**config.mk**
```make
export PLATFORM = sky130hd
export DESIGN_NAME = router_fsm_nch
export DESIGN_NICKNAME = d
export VERILOG_FILES = /design/src/rtl/router_fsm_nch.sv
export SDC_FILE = /design/constraint.sdc
export NUM_CORES = 1
export LEC_CHECK = 0
export CAP_MARGIN = 20
export CORE_MARGIN = 5
export CORE_UTILIZATION = 31
export CTS_CLUSTER_SIZE = 16
export DETAILED_ROUTE_END_ITERATION = 12
export PLACE_DENSITY = 0.57
export SYNTH_ARGS = -nofsm -noshare
export SYNTH_HDL_FRONTEND = slang
export SYNTH_SLANG_ARGS = --single-unit
```
**constraint.sdc**
```tcl
create_clock -name clock -period 2.4 [get_ports clock]
set_clock_uncertainty 0.05 [all_clocks]
set_input_delay 0.24 -clock clock [delete_from_list [all_inputs] [get_ports clock]]
set_output_delay 0.24 -clock clock [all_outputs]
set_load 0.02 [all_outputs]
```
**src/rtl/router_fsm_nch.sv**
```systemverilog
// -----------------------------------------------------------------------------
// router_fsm_nch
//
// Packet-control FSM for the router. It steers one input packet stream to one
// of NUM_CH output FIFOs selected by the header address. It produces the
// load/parity/full-handling strobes for the register and FIFO blocks, and holds
// the per-channel read-timeout soft-reset generators. Headers that carry an
// address with no matching channel are discarded in a dedicated DROP state.
//
// Parameters
//   NUM_CH   number of output channels (2..8)
//   ADDR_W   header address field width, 2**ADDR_W >= NUM_CH
//   TIMEOUT  cycles a channel may hold vld_out without read_enb before its
//            soft reset fires
//
// Ports
//   clock, reset          rising-edge clock, asynchronous active-high reset
//   pkt_valid             input packet valid (header and payload)
//   low_packet_valid      parity byte still pending after full recovery
//   parity_done           parity byte captured by the register block
//   data_in               address field of the header byte
//   fifo_full/fifo_empty  per-channel FIFO status
//   vld_out/read_enb      per-channel output valid / read enable
//   write_enb             one-hot FIFO write select for the latched channel
//   soft_reset            per-channel timeout soft reset, one-cycle pulse
//   detect_add, lfd_state, ld_state, laf_state, full_state, drop_state
//                         state decodes
//   write_enb_reg         register/FIFO write strobe
//   rst_int_reg           clear the internal parity register
//   busy                  stall the upstream source
//   drop_count            (only with ROUTER_FSM_DROP_CNT_EN) saturating count
//                         of packets discarded for an invalid address
//
// Optional build macro: ROUTER_FSM_DROP_CNT_EN
// -----------------------------------------------------------------------------
module router_fsm_nch #(
    parameter int NUM_CH  = 3,
    parameter int ADDR_W  = 2,
    parameter int TIMEOUT = 30
) (
    input  logic              clock,
    input  logic              reset,
    input  logic              pkt_valid,
    input  logic              low_packet_valid,
    input  logic              parity_done,
    input  logic [ADDR_W-1:0] data_in,
    input  logic [NUM_CH-1:0] fifo_full,
    input  logic [NUM_CH-1:0] fifo_empty,
    input  logic [NUM_CH-1:0] vld_out,
    input  logic [NUM_CH-1:0] read_enb,
    output logic [NUM_CH-1:0] write_enb,
    output logic [NUM_CH-1:0] soft_reset,
    output logic              detect_add,
    output logic              lfd_state,
    output logic              ld_state,
    output logic              laf_state,
    output logic              full_state,
    output logic              write_enb_reg,
    output logic              rst_int_reg,
    output logic              busy,
    output logic              drop_state
`ifdef ROUTER_FSM_DROP_CNT_EN
    ,
    output logic [7:0]        drop_count
`endif
);

    localparam int CNT_W = (TIMEOUT > 1) ? $clog2(TIMEOUT) : 1;

    typedef enum logic [3:0] {
        ST_DA   = 4'd0,
        ST_LFD  = 4'd1,
        ST_LD   = 4'd2,
        ST_FFS  = 4'd3,
        ST_LAF  = 4'd4,
        ST_LP   = 4'd5,
        ST_CPE  = 4'd6,
        ST_WTE  = 4'd7,
        ST_DROP = 4'd8
    } state_t;

    state_t              r_state;
    state_t              w_next;
    logic [ADDR_W-1:0]   r_addr;
    logic [ADDR_W-1:0]   w_sel;
    logic                w_addr_ok;
    logic                w_full;
    logic                w_empty;
    logic                w_soft_sel;
    logic [NUM_CH-1:0]   w_soft_reset;

    // In DECODE_ADDRESS the header is on data_in right now; elsewhere the
    // latched address selects the channel.
    assign w_sel     = (r_state == ST_DA) ? data_in : r_addr;
    assign w_addr_ok = (int'(data_in) < NUM_CH);

    // Channel muxes written as loops so an out-of-range address reads as 0
    // instead of indexing past the vectors.
    always_comb begin
        w_full     = 1'b0;
        w_empty    = 1'b0;
        w_soft_sel = 1'b0;
        for (int i = 0; i < NUM_CH; i++) begin
            if (w_sel == ADDR_W'(i)) begin
                w_full  = fifo_full[i];
                w_empty = fifo_empty[i];
            end
            if (r_addr == ADDR_W'(i)) begin
                w_soft_sel = w_soft_reset[i];
            end
        end
    end

    // State and address registers
    always_ff @(posedge clock or posedge reset) begin
        if (reset) begin
            r_state <= ST_DA;
            r_addr  <= '0;
        end else begin
            r_state <= w_next;
            if (r_state == ST_DA && pkt_valid) begin
                r_addr <= data_in;
            end
        end
    end

    // Next state and Moore decodes
    always_comb begin
        w_next        = r_state;
        detect_add    = 1'b0;
        lfd_state     = 1'b0;
        ld_state      = 1'b0;
        laf_state     = 1'b0;
        full_state    = 1'b0;
        drop_state    = 1'b0;
        write_enb_reg = 1'b0;
        rst_int_reg   = 1'b0;
        busy          = 1'b0;

        case (r_state)
            ST_DA: begin
                detect_add = 1'b1;
                if (pkt_valid && !w_addr_ok) begin
                    w_next = ST_DROP;
                end else if (pkt_valid && w_empty) begin
                    w_next = ST_LFD;
                end else if (pkt_valid) begin
                    w_next = ST_WTE;
                end
            end
            ST_LFD: begin
                lfd_state = 1'b1;
                busy      = 1'b1;
                w_next    = ST_LD;
            end
            ST_LD: begin
                ld_state      = 1'b1;
                write_enb_reg = 1'b1;
                if (w_full) begin
                    w_next = ST_FFS;
                end else if (!pkt_valid) begin
                    w_next = ST_LP;
                end
            end
            ST_FFS: begin
                full_state = 1'b1;
                busy       = 1'b1;
                if (!w_full) begin
                    w_next = ST_LAF;
                end
            end
            ST_LAF: begin
                laf_state     = 1'b1;
                write_enb_reg = 1'b1;
                busy          = 1'b1;
                if (parity_done) begin
                    w_next = ST_DA;
                end else if (low_packet_valid) begin
                    w_next = ST_LP;
                end else begin
                    w_next = ST_LD;
                end
            end
            ST_LP: begin
                write_enb_reg = 1'b1;
                busy          = 1'b1;
                w_next        = ST_CPE;
            end
            ST_CPE: begin
                rst_int_reg = 1'b1;
                busy        = 1'b1;
                w_next      = w_full ? ST_FFS : ST_DA;
            end
            ST_WTE: begin
                busy = 1'b1;
                if (w_empty) begin
                    w_next = ST_LFD;
                end
            end
            ST_DROP: begin
                drop_state = 1'b1;
                if (!pkt_valid) begin
                    w_next = ST_DA;
                end
            end
            default: begin
                w_next = ST_DA;
            end
        endcase

        // A timeout on the channel being served abandons the packet.
        if (r_state != ST_DA && w_soft_sel) begin
            w_next = ST_DA;
        end
    end

    // Per-channel write select and read-timeout generators
    genvar gi;
    generate
        for (gi = 0; gi < NUM_CH; gi++) begin : g_chan
            logic [CNT_W-1:0] r_cnt;
            logic             r_pulse;

            assign write_enb[gi] = (write_enb_reg | lfd_state) & (r_addr == ADDR_W'(gi));

            always_ff @(posedge clock or posedge reset) begin
                if (reset) begin
                    r_cnt   <= '0;
                    r_pulse <= 1'b0;
                end else if (read_enb[gi] || !vld_out[gi] || r_pulse) begin
                    r_cnt   <= '0;
                    r_pulse <= 1'b0;
                end else if (r_cnt == CNT_W'(TIMEOUT - 1)) begin
                    r_cnt   <= '0;
                    r_pulse <= 1'b1;
                end else begin
                    r_cnt   <= r_cnt + 1'b1;
                    r_pulse <= 1'b0;
                end
            end

            assign w_soft_reset[gi] = r_pulse;
        end
    endgenerate

    assign soft_reset = w_soft_reset;

`ifdef ROUTER_FSM_DROP_CNT_EN
    logic [7:0] r_drop_count;

    always_ff @(posedge clock or posedge reset) begin
        if (reset) begin
            r_drop_count <= '0;
        end else if (r_state == ST_DA && w_next == ST_DROP && r_drop_count != 8'hFF) begin
            r_drop_count <= r_drop_count + 8'd1;
        end
    end

    assign drop_count = r_drop_count;
`endif

endmodule
```
After elaboration in Yosys (flattened, before gate mapping)
Index checks and enable logic that the tools add are counted.
Widths: inputs -> output; s select.
{"block": "classes", "add_sub_neg": 3, "magnitude_cmp": 1, "n_eq_ne": 20, "n_mux": 44, "n_bitwise": 4, "n_reduce_logical": 21}
{"operator": "$mux 4", "count": 9}
{"operator": "$pmux 4 s9", "count": 1}
{"operator": "$mux 5", "count": 6}
{"operator": "$mux 1", "count": 24}
{"operator": "$eq 4x3->1 const B", "count": 4}
{"operator": "$add 5x1->5 const B", "count": 3}
{"operator": "$eq 5x5->1 const B", "count": 3}
{"operator": "$ne 3x3->1 const B", "count": 3}
{"operator": "$eq 4x2->1 const B", "count": 2}
{"operator": "$logic_or 1x1->1", "count": 6}
{"operator": "$mux 3", "count": 2}
{"operator": "$reduce_or 6->1", "count": 1}
{"operator": "$ne 5x2->1 const B", "count": 1}
{"operator": "$reduce_and 5->1", "count": 1}
{"operator": "$eq 2x1->1 const B", "count": 2}
{"operator": "$eq 2x2->1 const B", "count": 2}
{"operator": "$eq 4x1->1 const B", "count": 1}
{"operator": "$eq 4x4->1 const B", "count": 1}
{"operator": "$logic_and 1x1->1", "count": 4}
{"operator": "$logic_not 1->1", "count": 4}
{"operator": "$logic_not 2->1", "count": 2}
{"operator": "$logic_not 4->1", "count": 1}
{"operator": "$mux 2", "count": 2}
{"operator": "$ne 4x4->1 const B", "count": 1}
{"operator": "5 further kinds", "count": 7}
{"block": "word_totals", "reg_bits": 24, "in_bits": 19, "output_inout_bits": 15, "word_cells": 101}

Depth between registers and ports, before layout
{"block": "depth", "depth_word": 11, "ltp_mapped": 8, "ltp_nobuf": 6}

Worst setup path before layout
Ideal clock, no wire load.
{"block": "synth_path", "path_kind": "register to output", "from": "register r_state[0]", "to": "output write_enb[1]", "arrival_ns": 2.153, "required_time_ns": 2.110, "slack_ns": -0.043, "path_stages_with_launch": 7, "path_buffers": 1, "path_cell_list": "dfrtp_1 -> clkbuf_1 -> or2b_1 -> or2_2 -> a21oi_1 -> nor2_1 -> nor3b_1"}
{"block": "synth_via", "elab_chain_len": 5, "word_cells_on_any_way": 9, "classes_between": "eq/ne (4); mux (2); bitwise (2); reduce/logical (1)"}
{"element": "start, declared", "line_no": "82", "source": "state_t r_state;"}
{"element": "start signal, assigned", "line_no": "120", "source": "r_state <= w_next;"}
{"element": "$eq 4x3->1 or $eq 4x2->1 (tied branches)", "line_no": "140", "source": "case (r_state)"}
{"element": "$reduce_or 3->1 (no source line) (*)"}
{"element": "$mux 1 (*)", "line_no": "140"}
{"element": "named net write_enb_reg", "line_no": "58", "source": "output logic write_enb_reg,"}
{"element": "$or 1x1->1 (*)", "line_no": "224", "source": "assign write_enb[gi] = (write_enb_reg | lfd_state) & (r_addr == ADDR_W'(gi));"}
{"element": "$and 1x1->1 (*)", "line_no": "224"}
{"element": "end, declared", "line_no": "51", "source": "output logic [NUM_CH-1:0] write_enb,"}
The timed path passes the listed nets; every way through them passes the cells marked *.

Worst setup path in the final report
{"block": "layout_path", "from": "register r_state[3]", "to": "output ld_state"}
{"block": "layout_via", "elab_chain_len": 2}
{"element": "$eq 4x2->1", "line_no": "140"}
{"element": "$mux 1", "line_no": "140"}
{"element": "end, declared", "line_no": "55", "source": "output logic ld_state,"}
Every way passes these cells.

==> results.sh <==
export IMPL_grt_pass1_vias=1279
export IMPL_worst_pin_slew_ns=0.321
export IMPL_vias=1365
export IMPL_syn_num_nets=196
export IMPL_maxSlewViolCount=0
export IMPL_synth_flop_cell="dfrtp_1"
export IMPL_areaGrowthSynthToFinish_pct=37.4
export IMPL_vdd_drop_max_mv=0.282
export IMPL_ys_warn_count=0
export IMPL_crit_path_end_kind="output pin"
export IMPL_drv_max_cap_violation_count=0
export IMPL_synth_area_per_cell_um2=8.95
export IMPL_p_leak_nw=0.932
export IMPL_fillers=477
export IMPL_ios=34
export IMPL_fin_ws_ns=0.0834
export IMPL_cts_made_buffers=3
export IMPL_clockRootBuffer="clkbuf_8"
export IMPL_holdWs_ns=0.268
export IMPL_clkTransAtPathRegs_ns=0.08
export IMPL_cts_sinks=24
export IMPL_r2r_slack_ns=0.09
export IMPL_drcViolationCount=0
export IMPL_wl_um=3630
export IMPL_dp_cells=273
export IMPL_grt_max_degree=25
export IMPL_dieArea_um2=6440
export IMPL_std_cell_rows=25
export IMPL_tns_ns=0
export IMPL_synth_area_leaders="dfrtp_1, nor2_1, ha_1, xor2_1, nand3_1"
export IMPL_crit_type="flip-flop to output pin"
export IMPL_diodes=0
export IMPL_worst_path_max_fanout=11
export IMPL_antenna_found_initial=0
export IMPL_r2r_end="r_state[2]"
export IMPL_clock_fmax_ghz=0.432
export IMPL_wl_per_cell_um=12.8
export IMPL_final_antenna_net_count=0
export IMPL_die_w_um=80.3
export IMPL_yosysSeqAreaShare_pct=39.2
export IMPL_synth_largest_area_cell="dfrtp_1"
export IMPL_setup_violations=0
export IMPL_drt_iter0_markers=54
export IMPL_p_per_area_nw_per_um2=1000
export IMPL_yosys_register_bits=24
export IMPL_core_area_um2=4750
export IMPL_place_gp_congestion=0.842
export IMPL_final_area_um2=2100
export IMPL_io_buffers=33
export IMPL_cp_arrival_ns=2.03
export IMPL_synthArstFlopShare_pct=100
export IMPL_finalHoldViolCount=0
export IMPL_finalCritPeriodShare_pct=96.5
export IMPL_grt_remaining_overflow=0
export IMPL_mostFrequentLayoutCells="nor2_1, clkdlybuf4s50_1, dfrtp_1, buf_4"
export IMPL_hpwl_um=2740
export IMPL_pre_cts_slack_ns=0.0746
export IMPL_vias_per_cell=4.82
export IMPL_r2r_cells=6
export IMPL_synth_distinct_cells=46
export IMPL_grt_usage_pct=11.4
export IMPL_cts_path_max_buffers=2
export IMPL_status="finished, final reports clean"
export IMPL_dr_pass1_iters=4
export IMPL_syn_area_um2=1530
export IMPL_die_y_um=80.3
export IMPL_yosysTopAreaCellShare_pct=39.2
export IMPL_synth_cells=171
export IMPL_synth_edf_count=0
export IMPL_max_slew_margin_rel_pct=78.6
export IMPL_htreeDepth=1
export IMPL_place_area_um2=1970
export IMPL_clk_latency_ns=0.26
export IMPL_nets=242
export IMPL_grt_pass1_wl_um=5900
export IMPL_post_route_min_period_ns=2.32
export IMPL_drive_gt1_share_pct=18.1
export IMPL_start_kind="flip-flop"
export IMPL_hold_path_class="input port to async pin"
export IMPL_crit_required_ns=2.11
export IMPL_cts_tree="yes"
export IMPL_final_cells=283
export IMPL_r2r_start="r_state[2]"
export IMPL_initial_utilization_pct=32.2
==> report_power, final <==
group	leakage (nW)	internal, mW	switching, mW	total (mW)
Sequential	0.322	0.456	0.0693	0.526
Clock	0.0288	0.146	0.121	0.267
Combinational	0.581	0.665	0.645	1.31
==> metrics by stage <==
| step | total power, mW | util [%] |
|---|---|---|
| floorplan | 1.28 | - |
| global placement | 1.68 | 41.5 |
| detailed placement | 1.67 | 41.5 |
| CTS | 1.94 | 42.6 |
| global route | 2.25 | 44.2 |
| finish | 2.10 | 44.2 |
==> final cells by class <==
cell class,instances,area (um^2),share of cell area [%]
multi-input combinational,129,870,41.3
tap,67,83.8,3.99
timing repair buffer,51,463,22.0
clock buffer,4,55.1,2.62
sequential,24,602,28.6
inverter,8,30.0,1.43
==> repair_timing <==
item,in CTS,in global routing
resized for setup,3,16
endpoints found under the setup margin,3,8
hold buffers,0,0
pin swaps,0,4
setup buffers,0,6
==> critical path: stages, from the launching register on <==
cell,delay (ns)
dfrtp_1,0.42
buf_4,0.19
nand2b_1,0.22
nor3_1,0.27
clkdlybuf4s50_1,0.67
==> kinds of logic (layout without fill, tap and decap cells) <==
family | count (synthesis) | in the layout | synth area share, %
AND/OR/NAND/NOR | 78 | 78 | 26.3
AO/OA/AOI/OAI | 29 | 29 | 13.3
flip-flops | 24 | 24 | 39.2
buffers and inverters | 18 | 63 | 6.21
XOR/XNOR | 9 | 9 | 5.15
multiplexers | 7 | 7 | 4.82
adder cells (fa/ha/maj) | 6 | 6 | 4.91
==> per-layer routing <==
metal / vias up / global-route usage (%) / part of all wire (%)
li1: 690 / - / -
met1: 635 / 15.6 / 49
met2: 34 / 17.7 / 44
met3: 6 / 2.35 / 5.8
met4: 0 / 4.22 / 1.7
met5: - / 0 / 0
==> worst max-delay path by stage <==
stage,start,end,slack (ns),cells after the start
after floorplan,r_state[0],write_enb[0],0.009,6
after global placement,r_state[0],write_enb[1],0.09,6
after detailed placement,r_state[3],r_state[1],0.07,6
after CTS,r_state[3],r_state[1],0.05,6
after global routing,r_state[2],r_state[3],-0.002,8
final,r_state[3],ld_state,0.08,4
==> state kept, by name (all words and copies together), names as in the netlist <==
register	count
g_chan.r_cnt	15
r_state	4
r_addr	2
g_chan.r_pulse	3
==> cell usage after synthesis (2+ instances only) <==
cell type	instances
nor3b_1	3
nor2_1	28
nand2b_1	7
nand2_1	10
ha_1	6
buf_6	2
clkbuf_1	4
xor2_1	6
nand3b_1	2
or2b_1	2
dfrtp_1	24
nand4_1	4
buf_4	3
mux2i_1	4
xnor2_1	3
o21ai_0	5
nor3_1	5
a31oi_1	2
a21oi_1	6
mux2_2	3
nand3_1	10
inv_1	8
Power figures use the tool's default switching activity.
